### src/rtl/dphy_pkg.sv
`default_nettype none
// ============================================================================
// Module      : dphy_pkg
// Description : Shared types and constants for the D-PHY HS transmit
//               sequencer: state enum, HS leader byte, default timing
//               windows and small elaboration-time helpers.
// Revision    : 1.0 - initial release
// ============================================================================
package dphy_pkg;

    typedef enum logic [2:0] {
        IDLE      = 3'd0,
        CLK_PRE   = 3'd1,
        DATA_PREP = 3'd2,
        SYNC      = 3'd3,
        PAYLOAD   = 3'd4,
        TRAIL     = 3'd5,
        CLK_POST  = 3'd6
    } dphy_state_e;

    localparam logic [7:0]  DPHY_SYNC_BYTE  = 8'hB8;

    localparam int unsigned DEF_T_CLK_PRE  = 8;
    localparam int unsigned DEF_T_HS_PREP  = 4;
    localparam int unsigned DEF_T_HS_TRAIL = 4;
    localparam int unsigned DEF_T_CLK_POST = 8;
    localparam int unsigned DEF_LEN_W      = 16;

    // A timing window of 0 still occupies one cycle.
    function automatic int unsigned dphy_eff(input int unsigned v);
        return (v == 0) ? 1 : v;
    endfunction

    function automatic int unsigned dphy_max(input int unsigned a, input int unsigned b);
        return (a > b) ? a : b;
    endfunction

endpackage
`default_nettype wire

### src/rtl/dphy_seq_timer.sv
`default_nettype none
// ============================================================================
// Module      : dphy_seq_timer
// Description : Loadable down-counter with zero flag. The sequencer loads
//               (window - 1) on entry to a timed state and leaves the state
//               in the cycle where zero is high.
// Revision    : 1.0 - initial release
// Ports       : sysclk   - clock
//               reset_n  - asynchronous active-low reset
//               load     - load load_val this cycle (has priority)
//               load_val - value to load
//               zero     - count is zero
// ============================================================================
module dphy_seq_timer #(
    parameter int unsigned W = 16
) (
    input  logic         sysclk,
    input  logic         reset_n,
    input  logic         load,
    input  logic [W-1:0] load_val,
    output logic         zero
);

    logic [W-1:0] cnt_q;
    logic [W-1:0] cnt_d;

    always_comb begin
        cnt_d = cnt_q;
        if (load) begin
            cnt_d = load_val;
        end else if (cnt_q != '0) begin
            cnt_d = cnt_q - W'(1);
        end
    end

    always_ff @(posedge sysclk or negedge reset_n) begin
        if (!reset_n) begin
            cnt_q <= '0;
        end else begin
            cnt_q <= cnt_d;
        end
    end

    assign zero = (cnt_q == '0);

endmodule
`default_nettype wire

### src/rtl/dphy_hs_seq.sv
`default_nettype none
// ============================================================================
// Module      : dphy_hs_seq
// Description : Single-lane MIPI D-PHY HS transmit sequencer. Runs the
//               LP->HS->LP timing windows, inserts the sync byte, streams
//               payload from a byte source and drives the PHY lane enables.
//               All outputs are registered and reflect the state being
//               entered, so each output is aligned with the state register.
// Revision    : 1.0 - initial release
// Options     : DPHY_CONT_CLK_EN - continuous HS clock; hs_clk_en is held
//               high after reset and CLK_PRE / CLK_POST are skipped.
// Ports       : sysclk, reset_n          - clock, async active-low reset
//               tx_req, tx_len, tx_ack   - burst request / length / accept
//               src_data, src_valid,
//               src_ready                - payload byte source
//               hs_clk_en, hs_data_en    - PHY lane enables
//               pkt_en, byte_data        - byte stream to the serializer
//               busy, done, underrun     - status
// ============================================================================
module dphy_hs_seq
    import dphy_pkg::*;
#(
    parameter int unsigned T_CLK_PRE  = DEF_T_CLK_PRE,
    parameter int unsigned T_HS_PREP  = DEF_T_HS_PREP,
    parameter int unsigned T_HS_TRAIL = DEF_T_HS_TRAIL,
    parameter int unsigned T_CLK_POST = DEF_T_CLK_POST,
    parameter logic [7:0]  SYNC_BYTE  = DPHY_SYNC_BYTE,
    parameter int unsigned LEN_W      = DEF_LEN_W
) (
    input  logic             sysclk,
    input  logic             reset_n,
    input  logic             tx_req,
    input  logic [LEN_W-1:0] tx_len,
    output logic             tx_ack,
    input  logic [7:0]       src_data,
    input  logic             src_valid,
    output logic             src_ready,
    output logic             hs_clk_en,
    output logic             hs_data_en,
    output logic             pkt_en,
    output logic [7:0]       byte_data,
    output logic             busy,
    output logic             done,
    output logic             underrun
);

    localparam int unsigned CNT_W = dphy_max(8, LEN_W);

    localparam logic [CNT_W-1:0] PREP_LD  = CNT_W'(dphy_eff(T_HS_PREP) - 1);
    localparam logic [CNT_W-1:0] TRAIL_LD = CNT_W'(dphy_eff(T_HS_TRAIL) - 1);
`ifndef DPHY_CONT_CLK_EN
    localparam logic [CNT_W-1:0] PRE_LD   = CNT_W'(dphy_eff(T_CLK_PRE) - 1);
    localparam logic [CNT_W-1:0] POST_LD  = CNT_W'(dphy_eff(T_CLK_POST) - 1);
`endif

    dphy_state_e      state_q, state_d;
    logic [LEN_W-1:0] len_q, len_d;
    logic             last_msb_q, last_msb_d;
    logic             underrun_q, underrun_d;
    logic             tx_ack_q, tx_ack_d;
    logic             done_q, done_d;
    logic             src_ready_q, src_ready_d;
    logic             pkt_en_q, pkt_en_d;
    logic [7:0]       byte_q, byte_d;
    logic             hs_clk_en_q, hs_clk_en_d;
    logic             hs_data_en_q, hs_data_en_d;
    logic             busy_q, busy_d;

    logic             tmr_load;
    logic [CNT_W-1:0] tmr_load_val;
    logic             tmr_zero;
    logic [7:0]       payload_byte;

    dphy_seq_timer #(
        .W (CNT_W)
    ) u_timer (
        .sysclk   (sysclk),
        .reset_n  (reset_n),
        .load     (tmr_load),
        .load_val (tmr_load_val),
        .zero     (tmr_zero)
    );

    // HS has no idle symbol: a missing source byte is replaced by 0x00.
    assign payload_byte = src_valid ? src_data : 8'h00;

    always_comb begin
        state_d      = state_q;
        len_d        = len_q;
        last_msb_d   = last_msb_q;
        underrun_d   = underrun_q;
        tx_ack_d     = 1'b0;
        done_d       = 1'b0;
        tmr_load     = 1'b0;
        tmr_load_val = '0;

        // Next-state: each timed state loads the timer on entry and
        // leaves when it has counted down to zero.
        case (state_q)
            IDLE: begin
                if (tx_req) begin
                    tx_ack_d   = 1'b1;
                    len_d      = tx_len;
                    underrun_d = 1'b0;
                    tmr_load   = 1'b1;
`ifdef DPHY_CONT_CLK_EN
                    state_d      = DATA_PREP;
                    tmr_load_val = PREP_LD;
`else
                    state_d      = CLK_PRE;
                    tmr_load_val = PRE_LD;
`endif
                end
            end
            CLK_PRE: begin
                if (tmr_zero) begin
                    state_d      = DATA_PREP;
                    tmr_load     = 1'b1;
                    tmr_load_val = PREP_LD;
                end
            end
            DATA_PREP: begin
                if (tmr_zero) begin
                    state_d = SYNC;
                end
            end
            SYNC: begin
                tmr_load = 1'b1;
                if (len_q != '0) begin
                    state_d      = PAYLOAD;
                    tmr_load_val = CNT_W'(len_q) - CNT_W'(1);
                end else begin
                    state_d      = TRAIL;
                    tmr_load_val = TRAIL_LD;
                end
            end
            PAYLOAD: begin
                if (tmr_zero) begin
                    state_d      = TRAIL;
                    tmr_load     = 1'b1;
                    tmr_load_val = TRAIL_LD;
                end
            end
            TRAIL: begin
                if (tmr_zero) begin
`ifdef DPHY_CONT_CLK_EN
                    state_d = IDLE;
                    done_d  = 1'b1;
`else
                    state_d      = CLK_POST;
                    tmr_load     = 1'b1;
                    tmr_load_val = POST_LD;
`endif
                end
            end
            CLK_POST: begin
                if (tmr_zero) begin
                    state_d = IDLE;
                    done_d  = 1'b1;
                end
            end
            default: begin
                state_d = IDLE;
            end
        endcase

        // Outputs for the state being entered.
        src_ready_d  = 1'b0;
        pkt_en_d     = 1'b0;
        byte_d       = 8'h00;
        hs_data_en_d = 1'b0;
        case (state_d)
            DATA_PREP: begin
                hs_data_en_d = 1'b1;
            end
            SYNC: begin
                hs_data_en_d = 1'b1;
                pkt_en_d     = 1'b1;
                byte_d       = SYNC_BYTE;
                last_msb_d   = SYNC_BYTE[7];
            end
            PAYLOAD: begin
                hs_data_en_d = 1'b1;
                pkt_en_d     = 1'b1;
                src_ready_d  = 1'b1;
                byte_d       = payload_byte;
                last_msb_d   = payload_byte[7];
                if (!src_valid) begin
                    underrun_d = 1'b1;
                end
            end
            TRAIL: begin
                // HS-trail: drive the complement of the final bit.
                hs_data_en_d = 1'b1;
                byte_d       = last_msb_q ? 8'h00 : 8'hFF;
            end
            default: begin
            end
        endcase

        busy_d = (state_d != IDLE);
`ifdef DPHY_CONT_CLK_EN
        hs_clk_en_d = 1'b1;
`else
        hs_clk_en_d = (state_d != IDLE);
`endif
    end

    always_ff @(posedge sysclk or negedge reset_n) begin
        if (!reset_n) begin
            state_q      <= IDLE;
            len_q        <= '0;
            last_msb_q   <= 1'b0;
            underrun_q   <= 1'b0;
            tx_ack_q     <= 1'b0;
            done_q       <= 1'b0;
            src_ready_q  <= 1'b0;
            pkt_en_q     <= 1'b0;
            byte_q       <= 8'h00;
            hs_clk_en_q  <= 1'b0;
            hs_data_en_q <= 1'b0;
            busy_q       <= 1'b0;
        end else begin
            state_q      <= state_d;
            len_q        <= len_d;
            last_msb_q   <= last_msb_d;
            underrun_q   <= underrun_d;
            tx_ack_q     <= tx_ack_d;
            done_q       <= done_d;
            src_ready_q  <= src_ready_d;
            pkt_en_q     <= pkt_en_d;
            byte_q       <= byte_d;
            hs_clk_en_q  <= hs_clk_en_d;
            hs_data_en_q <= hs_data_en_d;
            busy_q       <= busy_d;
        end
    end

    assign tx_ack     = tx_ack_q;
    assign done       = done_q;
    assign src_ready  = src_ready_q;
    assign pkt_en     = pkt_en_q;
    assign byte_data  = byte_q;
    assign hs_clk_en  = hs_clk_en_q;
    assign hs_data_en = hs_data_en_q;
    assign busy       = busy_q;
    assign underrun   = underrun_q;

endmodule
`default_nettype wire
### config.mk
export PLATFORM = sky130hd
export DESIGN_NAME = dphy_hs_seq
export DESIGN_NICKNAME = d
export VERILOG_FILES = /design/src/rtl/dphy_pkg.sv /design/src/rtl/dphy_seq_timer.sv /design/src/rtl/dphy_hs_seq.sv
export SDC_FILE = /design/constraint.sdc
export NUM_CORES = 1
export LEC_CHECK = 0
export CAP_MARGIN = 10
export CORE_AREA = 2 2 73 75
export DETAILED_ROUTE_END_ITERATION = 12
export DIE_AREA = 0 0 75 77
export PLACE_DENSITY = 0.91
export SLEW_MARGIN = 25
export SYNTH_ARGS = -nofsm -noshare
export SYNTH_HDL_FRONTEND = slang
export SYNTH_SLANG_ARGS = --single-unit
### constraint.sdc
create_clock -name sysclk -period 5 [get_ports sysclk]
set_clock_uncertainty 0.1 [all_clocks]
set_input_delay 1 -clock sysclk [delete_from_list [all_inputs] [get_ports sysclk]]
set_output_delay 1 -clock sysclk [all_outputs]
set_load 0.05 [all_outputs]
## Word-level counts from Yosys, hierarchy flattened

Index checks and enable logic that the tools add are counted.

- Add/sub/neg operators: 2
- Equality and inequality tests: 10
- Muxes and demuxes: 31
- Reduce and logical (&&, ||, !) cells: 12

Operators by type and width:

| operator | count |
|---|---|
| $pmux 16 s4 | 1 |
| $mux 16 | 3 |
| $reduce_bool 16->1 | 2 |
| $sub 16x1->16 const B | 2 |
| $mux 3 | 8 |
| $pmux 8 s3 | 1 |
| $pmux 3 s7 | 1 |
| $logic_not 16->1 | 1 |
| $mux 8 | 2 |
| $eq 3x3->1 const B | 5 |
| $eq 3x2->1 const B | 4 |
| $mux 1 | 12 |
| $reduce_bool 2->1 | 2 |
| $reduce_or 2->1 | 2 |
| $reduce_or 4->1 | 1 |
| $eq 3x1->1 const B | 1 |
| $logic_not 3->1 | 1 |
| $pmux 1 s3 | 1 |
| $reduce_bool 3->1 | 1 |
| $reduce_or 3->1 | 1 |
| $mux 2 | 1 |
| $pmux 1 s2 | 1 |
| $reduce_and 2->1 | 1 |

- Register bits after elaboration: 51
- Input port bits: 28
- Output and inout bits: 16
- Word-level logic and storage cells: 67

## Longest topological paths before layout

Gate-level depths: netlist (run 1).

- Depth in word-level cells: 6
- Mapped depth: 9
- Gate-level depth less buffers: 8

## Modules after synthesis

Synthesis (run 1) repeated with hierarchy kept, for this count alone.

- Cell total of the unflattened synthesis: 285
- Area total of the unflattened synthesis: 2791.4 sq um

By module, submodules not included:

| module | times used | cells each | area an instance (sq um) | seq. area each (sq um) |
|---|---|---|---|---|
| dphy_hs_seq | 1 | 178 | 1791.7 | 875.8 |
| dphy_seq_timer | 1 | 107 | 999.7 | 400.4 |

## Worst setup path before layout (run 1)

Ideal clock, no wire load.

- Kind: register to register
- From: register u_timer.cnt_q[0]
- To: register busy_q (netlist: busy)
- Setup time: 0.131 ns
- Data arrival time: 2.462 ns
- Required time: 4.769 ns
- Slack: 2.307 ns
- Stages on the path, launching flop included: 9
- Buffers on the path: 1
- Clock period less this slack: 2.693 ns
- Cell sequence: dfrtp_1 -> inv_1 -> ha_1 -> nor3b_4 -> nand4_4 -> or3_1 -> buf_2 -> mux4_2 -> or3_1

- Longest elaborated chain between the ends: 4
- Elaborated cells between the ends (all ways): 8
- Those cells by class: 6 x mux; 2 x reduce/logical

RTL lines:

| item | line | text |
|---|---|---|
| from (decl) | dphy_seq_timer.sv:24 | `logic [W-1:0] cnt_q;` |
| from (signal assigned) | dphy_seq_timer.sv:40 | `cnt_q <= cnt_d;` |
| $logic_not 16->1 * | dphy_seq_timer.sv:44 | `assign zero = (cnt_q == '0);` |
| $mux 3, on equally long branches | n/a |  |
| $pmux 3 s7 * | dphy_hs_seq.sv:99 | `case (state_q)` |
| named net state_d[0] | dphy_hs_seq.sv:56 | `dphy_state_e state_q, state_d;` |
| $reduce_bool 3->1 * | dphy_hs_seq.sv:201 | `busy_d = (state_d != IDLE);` |
| named net busy_d | dphy_hs_seq.sv:67 | `logic busy_q, busy_d;` |
| to (signal assigned) | dphy_hs_seq.sv:235 | `busy_q <= busy_d;` |
| to (decl) | dphy_hs_seq.sv:67 |  |

The timed path passes the listed nets; every way through them passes the cells marked *.
A chain may end at the register's enable or synchronous reset.

## Worst setup path in the final report (run 1)

- From: input tx_req
- To: register u_timer.cnt_q[2]

- Longest elaborated chain between the ends: 3
- Elaborated cells between the ends (all ways): 6
- Those cells by class: 5 x mux; 1 x reduce/logical

RTL lines:

| item | line | text |
|---|---|---|
| from (decl) | dphy_hs_seq.sv:32 | `input logic tx_req,` |
| $mux 3 / $mux 1 (equally long branches) | dphy_hs_seq.sv:101 | `if (tx_req) begin` |
| $pmux 16 s4 / $pmux 1 s3 (equally long branches) | dphy_hs_seq.sv:99 |  |
| $mux 16 / $reduce_bool 2->1 (equally long branches) | n/a |  |

Parallel ways exist; a longest one is shown, timed or not.

==> results of run 1 <==
==> where the power goes <==
part           switching [µW]  internal (µW)  leakage, µW
registers                 163            548     0.000641
logic                     312            283     0.000623
clock network             134            200    0.0000654
==> per-layer routing <==
layer / share of wire (%) / vias to the layer above
met5: 0 / -
met1: 44 / 1015
met2: 49 / 80
met3: 5.5 / 10
met4: 1.5 / 0
li1: - / 1006
==> placed cells by master (no fill, tap or decap), drive strengths merged, types with 3 or more instances in the layout <==
master	netlist	layout
nand2	10	10
nand4	3	3
or3	5	5
a21oi	4	4
nor3	16	16
clkdlybuf4s50	0	42
mux2	14	14
xnor2	21	21
nand3	7	7
nor4	7	7
nand2b	5	5
xor2	6	6
clkbuf	8	6
o22a	12	12
inv	11	11
nor2	28	28
o21ai	19	19
dfrtp	51	51
o22ai	7	7
==> through the flow <==
step | hold slack [ns] | utilization (%) | area [µm²] | std cells
3_3_place_gp | 0.4165 | 63.50 | 3161 | 364
5_1_grt | 0.5002 | 66.34 | 3302 | 372
4_1_cts | 0.4606 | 66.34 | 3302 | 372
3_5_place_dp | 0.4408 | 63.68 | 3169 | 364
6_report | 0.4637 | 66.34 | 3302 | 372
2_1_floorplan | 0.3926 | - | 2678 | 260
==> cells by family (layout without fill, tap and decap cells) <==
group,count (synthesis),after routing,synth area share [%]
compound gates,54,54,13.64
xor+xnor,27,27,8.832
fa+ha+maj,2,2,0.9344
buf+inv,21,63,3.131
flops,51,51,47.66
mux,15,15,6.729
simple gates,90,90,19.07
==> area by class of cell <==
cell class,count,area [µm²]
multi-input cells,188,1329
flip-flops and latches,51,1276
well taps,70,87.58
clock buffers,6,72.57
clock inverters,2,60.06
repair buffers,44,435.4
inverters,11,41.29
fillers,347,1675
==> flip-flops by register name (all words and copies together), names as in the netlist <==
signal and count:
busy 1, byte_data 8, done 1, hs_data_en 1, last_msb_q 1, len_q 16
pkt_en 1, src_ready 1, state_q 3, tx_ack 1, u_timer.cnt_q 16, underrun 1
==> worst paths after layout <==
path	start	to	slack [ns]	cells past startpoint
hold reg to reg	u_timer.cnt_q[1]	u_timer.cnt_q[1]	0.46	2
setup / recovery	tx_req	u_timer.cnt_q[2]	1.97	7
min in group asynchronous	reset_n	byte_data[4]	0.61	1
setup reg to reg	u_timer.cnt_q[0]	busy	2.04	7
hold / removal	u_timer.cnt_q[1]	u_timer.cnt_q[1]	0.46	2
max in group asynchronous	reset_n	len_q[9]	3.76	1
==> worst max-delay path: cells and delay by family <==
family                 cells  cell delay (ns)
and+or+nand+nor            1             0.21
AOI/OAI and AO/OA          5             1.39
buffers and inverters      1             0.52
==> metrics.md, run 1 <==
| Metric | Value |
|---|---|
| Placer Congestion | `0.8141` |
| Dominant cells by area after synthesis | `dfrtp_1, xnor2_1, mux2_2` |
| CTS root buffer | `clkbuf_8` |
| Syn. warnings | `0` |
| CP required | `approximately 5.1 ns` |
| Post-synth EDFFs | `0` |
| Min-delay worst type | `flop to flop` |
| GR Util met1 | `around a third` |
| I/O Buffers | `43` |
| Largest net degree at the start of global routing | `between 50 and 60` |
| Die outline width | `75 µm` |
| Number of distinct library cells after synthesis | `44` |
| CTS tree | `done` |
| Synthesized area | `about 2700 µm²` |
| Vias in the first global route | `around 2,000` |
| Vias post-DR | `2,111` |
| Num rows | `26` |
| Area leader, netlist | `dfrtp_1` |
| Crit Path Max Fanout | `13` |
| Register area share after synthesis | `between 40% and 50%` |
| Synthesized flop and latch total | `between 50 and 60` |
| First-pass GRT wire length | `approximately 9800 µm` |
| DRT iter0 DRCs | `152` |
| Share of layout cells above drive strength 1 | `10.93%` |
| Final WS setup | `a little under 2 ns` |
| Status | `finished clean` |
| Initial antenna violation count | `0` |
| Worst VDD drop | `between 0.2 and 0.3 mV` |
| Total power | `about 1600 µW` |
| 1st-pass router iterations | `5` |
| Final setup fails | `0` |
| Ys flop type | `dfrtp_1` |
| Post-DP HPWL | `4125 µm` |
| Top Ports | `44` |
| Syn Area/Cell | `10.30 µm²` |
| CP max stage cell | `o22ai_1` |
| Largest stage delay, worst path | `0.74 ns` |
| # Max-Cap Violations | `0` |
| LEAKAGE | `approximately 0.0013 µW` |
| # hold bufs at CTS | `0` |
| DRC Markers | `0` |
| Routed Antenna Nets | `0` |
| Final Critical Period | `roughly 3.0 ns` |
| Kind of critical path | `primary input to flop` |
| RSZ-0062 raised after global routing | `no` |
| Die height | `around 77 µm` |
| Longest Clk Path Bufs | `2` |
| Slew HR | `37.26%` |
| Max frequency | `330.1 MHz` |
| Layout area overhead | `23.32%` |
| Met2 usage | `around a third` |
| Sum Neg Setup Slack | `0 ns` |
| NumNets Final | `between 300 and 400` |
| Resized cells post-CTS | `0` |
| CP arrival | `between 3 and 4 ns` |
| Clk pin slew, worst setup/hold paths | `approximately 0.090 ns` |
| Most used cell, CP | `a21oi_1` |
| Critical-path cell list | `clkdlybuf4s50_1 -> nor3b_1 -> a21oi_1 -> o22ai_1 -> o22a_1 -> a21oi_1 -> a311o_1` |
| Commonest cells post-synth | `dfrtp_1, nor2_1, xnor2_1` |
| Cts bufs inserted | `5` |
| Wire per inst | `15.51 µm` |
| Most numerous cell in the Yosys netlist | `dfrtp_1` |
| Grt ovf | `0` |
| Clk sinks | `51` |
| Pins Over Slew Limit | `0` |
| Cells after synthesis | `260` |
| GR peak layer | `met2` |
| Vias/cell | `~5.7` |
| Postcts setup bufs | `0` |
| Share of the synthesized area in the top cell type | `~48%` |
| Routed WL | `between 5000 and 6000 µm` |
| Post-synth net total | `290` |
| Full die area | `around 5800 µm²` |
| Fin crit share | `60.59%` |
| Place WS | `approximately 1.7 ns` |
| Fin. Hold Viols | `0` |
| Initial Utilization | `between 50% and 60%` |
| PD cells | `496.5 nW/µm²` |
| Synth async-reset ratio | `100.0%` |
| # H-tree levels | `2` |
| Worst slew pin tran | `0.9411 ns` |
| GR Util All Layers | `between 20% and 30%` |
| Clk Latency, worst-skew pair | `approximately 0.31 ns` |
| Crit path launch type | `primary input` |
| Core Area | `about 5000 µm²` |
| Global-route met3 utilization | `3.811%` |
| N_diodes | `0` |
| Critical path capture point type | `flop` |
Power figures use the tool's default switching activity.
==> run 2, diff against run 1 <==
Settings changed: CORE_AREA 2 2 73 75 to 2 2 78 80, DIE_AREA 0 0 75 77 to 0 0 80 82, PLACE_DENSITY 0.91 to 0.84.
Clock period 5 ns to 2.6 ns, I/O delays scaled along.
==> metrics.md, run 2 (synthesized netlist as in run 1, its figures left out) <==
| Metric | Value |
|---|---|
| FF-to-FF path depth | `8 (+1)` |
| Fin crit share | `a little over nine tenths` |
| Clk Latency, worst-skew pair | `0.30 ns (about the same)` |
| Vias/cell | `5.577 (-1.7%)` |
| Fin. Hold Viols | `0 (unchanged)` |
| LEAKAGE | `0.001393 µW (+4.8%)` |
| Worst slew pin tran | `0.6183 ns (-0.3229 ns)` |
| DRT iter0 DRCs | `153 (+0.66%)` |
| Critical path depth in cells | `8 (+1)` |
| Status | `finished clean` |
| Post-DP HPWL | `4069 µm (-1.4%)` |
| Clk sinks | `51 (unchanged)` |
| # Max-Cap Violations | `0 (unchanged)` |
| Clk pin slew, worst setup/hold paths | `0.09 ns (about the same)` |
| CTS tree | `done` |
| First-pass GRT wire length | `9577 µm (-1.9%)` |
| Most frequent cells in the layout | `dfrtp_1, clkdlybuf4s50_1, nor2_1, xnor2_1, o21ai_0` |
| Critical path capture point type | `flop` |
| R2R Setup Slk | `0.08 ns (-1.96 ns)` |
| Share of layout cells above drive strength 1 | `16.19% (+5.3 points)` |
| PD cells | `923.7 nW/µm² (+86%)` |
| Final setup fails | `0 (unchanged)` |
| Initial antenna violation count | `0 (unchanged)` |
| Fillers | `486 (+40%)` |
| CP max stage cell | `mux4_2` |
| Largest net degree at the start of global routing | `52 (unchanged)` |
| Initial Utilization | `46.60% (-7.2 points)` |
| Top Ports | `44 (unchanged)` |
| Vias in the first global route | `2,039 (+1.6%)` |
| RSZ-0062 raised after global routing | `yes` |
| Core Area | `5746 µm² (+15%)` |
| Place WS | `0.1311 ns (-1.522 ns)` |
| Final WS setup | `0.08298 ns (-1.887 ns)` |
| Placer Congestion | `0.9080 (+12%)` |
| Top cell family by delay on the critical path | `simple AND/OR/NAND/NOR gates` |
| Cts bufs inserted | `5 (unchanged)` |
| CP required | `2.72 ns (-2.37 ns)` |
| Crit path launch type | `flop` |
| CTS root buffer | `clkbuf_8` |
| CP Buf/Inv Count | `1 (unchanged)` |
| Kind of critical path | `flop to flop` |
| Max frequency | `397.3 MHz` |
| Routed WL | `5748 µm (-0.38%)` |
| Total power | `3159 µW (+93%)` |
| CP arrival | `2.64 ns (-0.48 ns)` |
| Slew HR | `58.59% (+21 points)` |
| Full die area | `6560 µm² (+14%)` |
| NumNets Final | `344 (+3.9%)` |
| Grt ovf | `0 (unchanged)` |
| GR Util All Layers | `18.76% (-3.0 points)` |
| Wire per inst | `14.74 µm (-5.0%)` |
| # hold bufs at CTS | `0 (unchanged)` |
| Min-delay worst type | `primary input to async pin` |
| # H-tree levels | `2 (unchanged)` |
| Final Critical Period | `roughly 2.5 ns` |
| Die outline width | `80 µm (+6.7%)` |
| Vias post-DR | `2,175 (+3.0%)` |
| N_diodes | `0 (unchanged)` |
| Critical-path cell list | `inv_1 -> ha_2 -> nor3b_4 -> nand4_4 -> or3_4 -> mux4_2 -> nand3b_4 -> o22ai_2` |
| Largest stage delay, worst path | `0.56 ns (-0.18 ns)` |
| Die height | `82 µm (+6.5%)` |
| Most common cell after layout, fill and taps aside | `dfrtp_1` |
| Layout area overhead | `27.71%` |
| 1st-pass router iterations | `4 (-1)` |
| I/O Buffers | `43 (unchanged)` |
| Num rows | `28 (+7.7%)` |
| DRC Markers | `0 (unchanged)` |
| Pins Over Slew Limit | `0 (unchanged)` |
| Worst VDD drop | `0.5474 mV (+100%)` |
| Crit Path Max Fanout | `8 (-5)` |
| Routed Antenna Nets | `0 (unchanged)` |
| Longest Clk Path Bufs | `2 (unchanged)` |
-- run 2: changes by cell type in the layout (fill, tap and decap cells not counted), sizes merged --
cell      previous run  this run
buf                  2        15
clkbuf               6         5
clkinvlp             0         1
-- run 2: what timing repair did --
item	4_1_cts	5_1_grt
resized for setup	0	3
hold endpoints to repair	0	0
endpoints found under the setup margin	0	9
setup buffers	0	2
-- run 2: layer usage --
metal / global-route usage (%) / vias up / wire length [µm]
met4: 5.593 / 0 / 51
met2: 31.33 / 63 / 2839
li1: - / 1039 / -
met1: 25.60 / 1068 / 2605
met3: 2.637 / 5 / 251
met5: 0 / - / 0
-- run 2: final timing paths --
check | to | from
min | byte_data[5] | reset_n
max | last_msb_q | u_timer.cnt_q[1]
min reg2reg | u_timer.cnt_q[11] | u_timer.cnt_q[11]
min in group sysclk | u_timer.cnt_q[11] | u_timer.cnt_q[11]
max in group asynchronous | u_timer.cnt_q[15] | reset_n
max reg2reg | last_msb_q | u_timer.cnt_q[1]
-- run 2: worst register-to-register path: cells and delay by family, from the launching register on --
| kind | cells | cell delay [ns] |
|---|---|---|
| simple gates | 4 | 0.90 |
| mux | 1 | 0.56 |
| flops | 1 | 0.42 |
| compound gates | 1 | 0.19 |
| fa+ha+maj | 1 | 0.18 |
| buf+inv | 1 | 0.08 |
-- run 2: report_power, final --
part | leakage (µW) | internal, µW | switching, µW
clock | 0.0000644 | 383 | 253
sequential | 0.000641 | 1050 | 302
combinational | 0.000688 | 565 | 600
total | 0.00139 | 2000 | 1160
-- run 2: layout make-up --
| type | count | area (µm²) | share of cell area [%] |
|---|---|---|---|
| clock buffers | 5 | 68.82 | 2.012 |
| clock inverters | 3 | 67.56 | 1.976 |
| inverters | 11 | 41.29 | 1.207 |
| multi-input cells | 188 | 1341 | 39.22 |
| flip-flops and latches | 51 | 1276 | 37.32 |
| well taps | 75 | 93.84 | 2.744 |
| repair buffers | 57 | 530.5 | 15.51 |
-- run 2: stage by stage --
stage / area (µm²) / setup TNS [ns] / cells / hold WS [ns] / util, %
finish: 3420 / 0 / 390 / 0.2146 / 59.52
global route: 3420 / -0.01920 / 390 / 0.2622 / 59.52
CTS: 3388 / 0 / 388 / 0.2304 / 58.97
detailed placement: 3252 / 0 / 380 / 0.4274 / 56.60
global placement: 3252 / 0 / 380 / 0.4102 / 56.60
floorplan: 2680 / 0 / 260 / 0.1244 / -
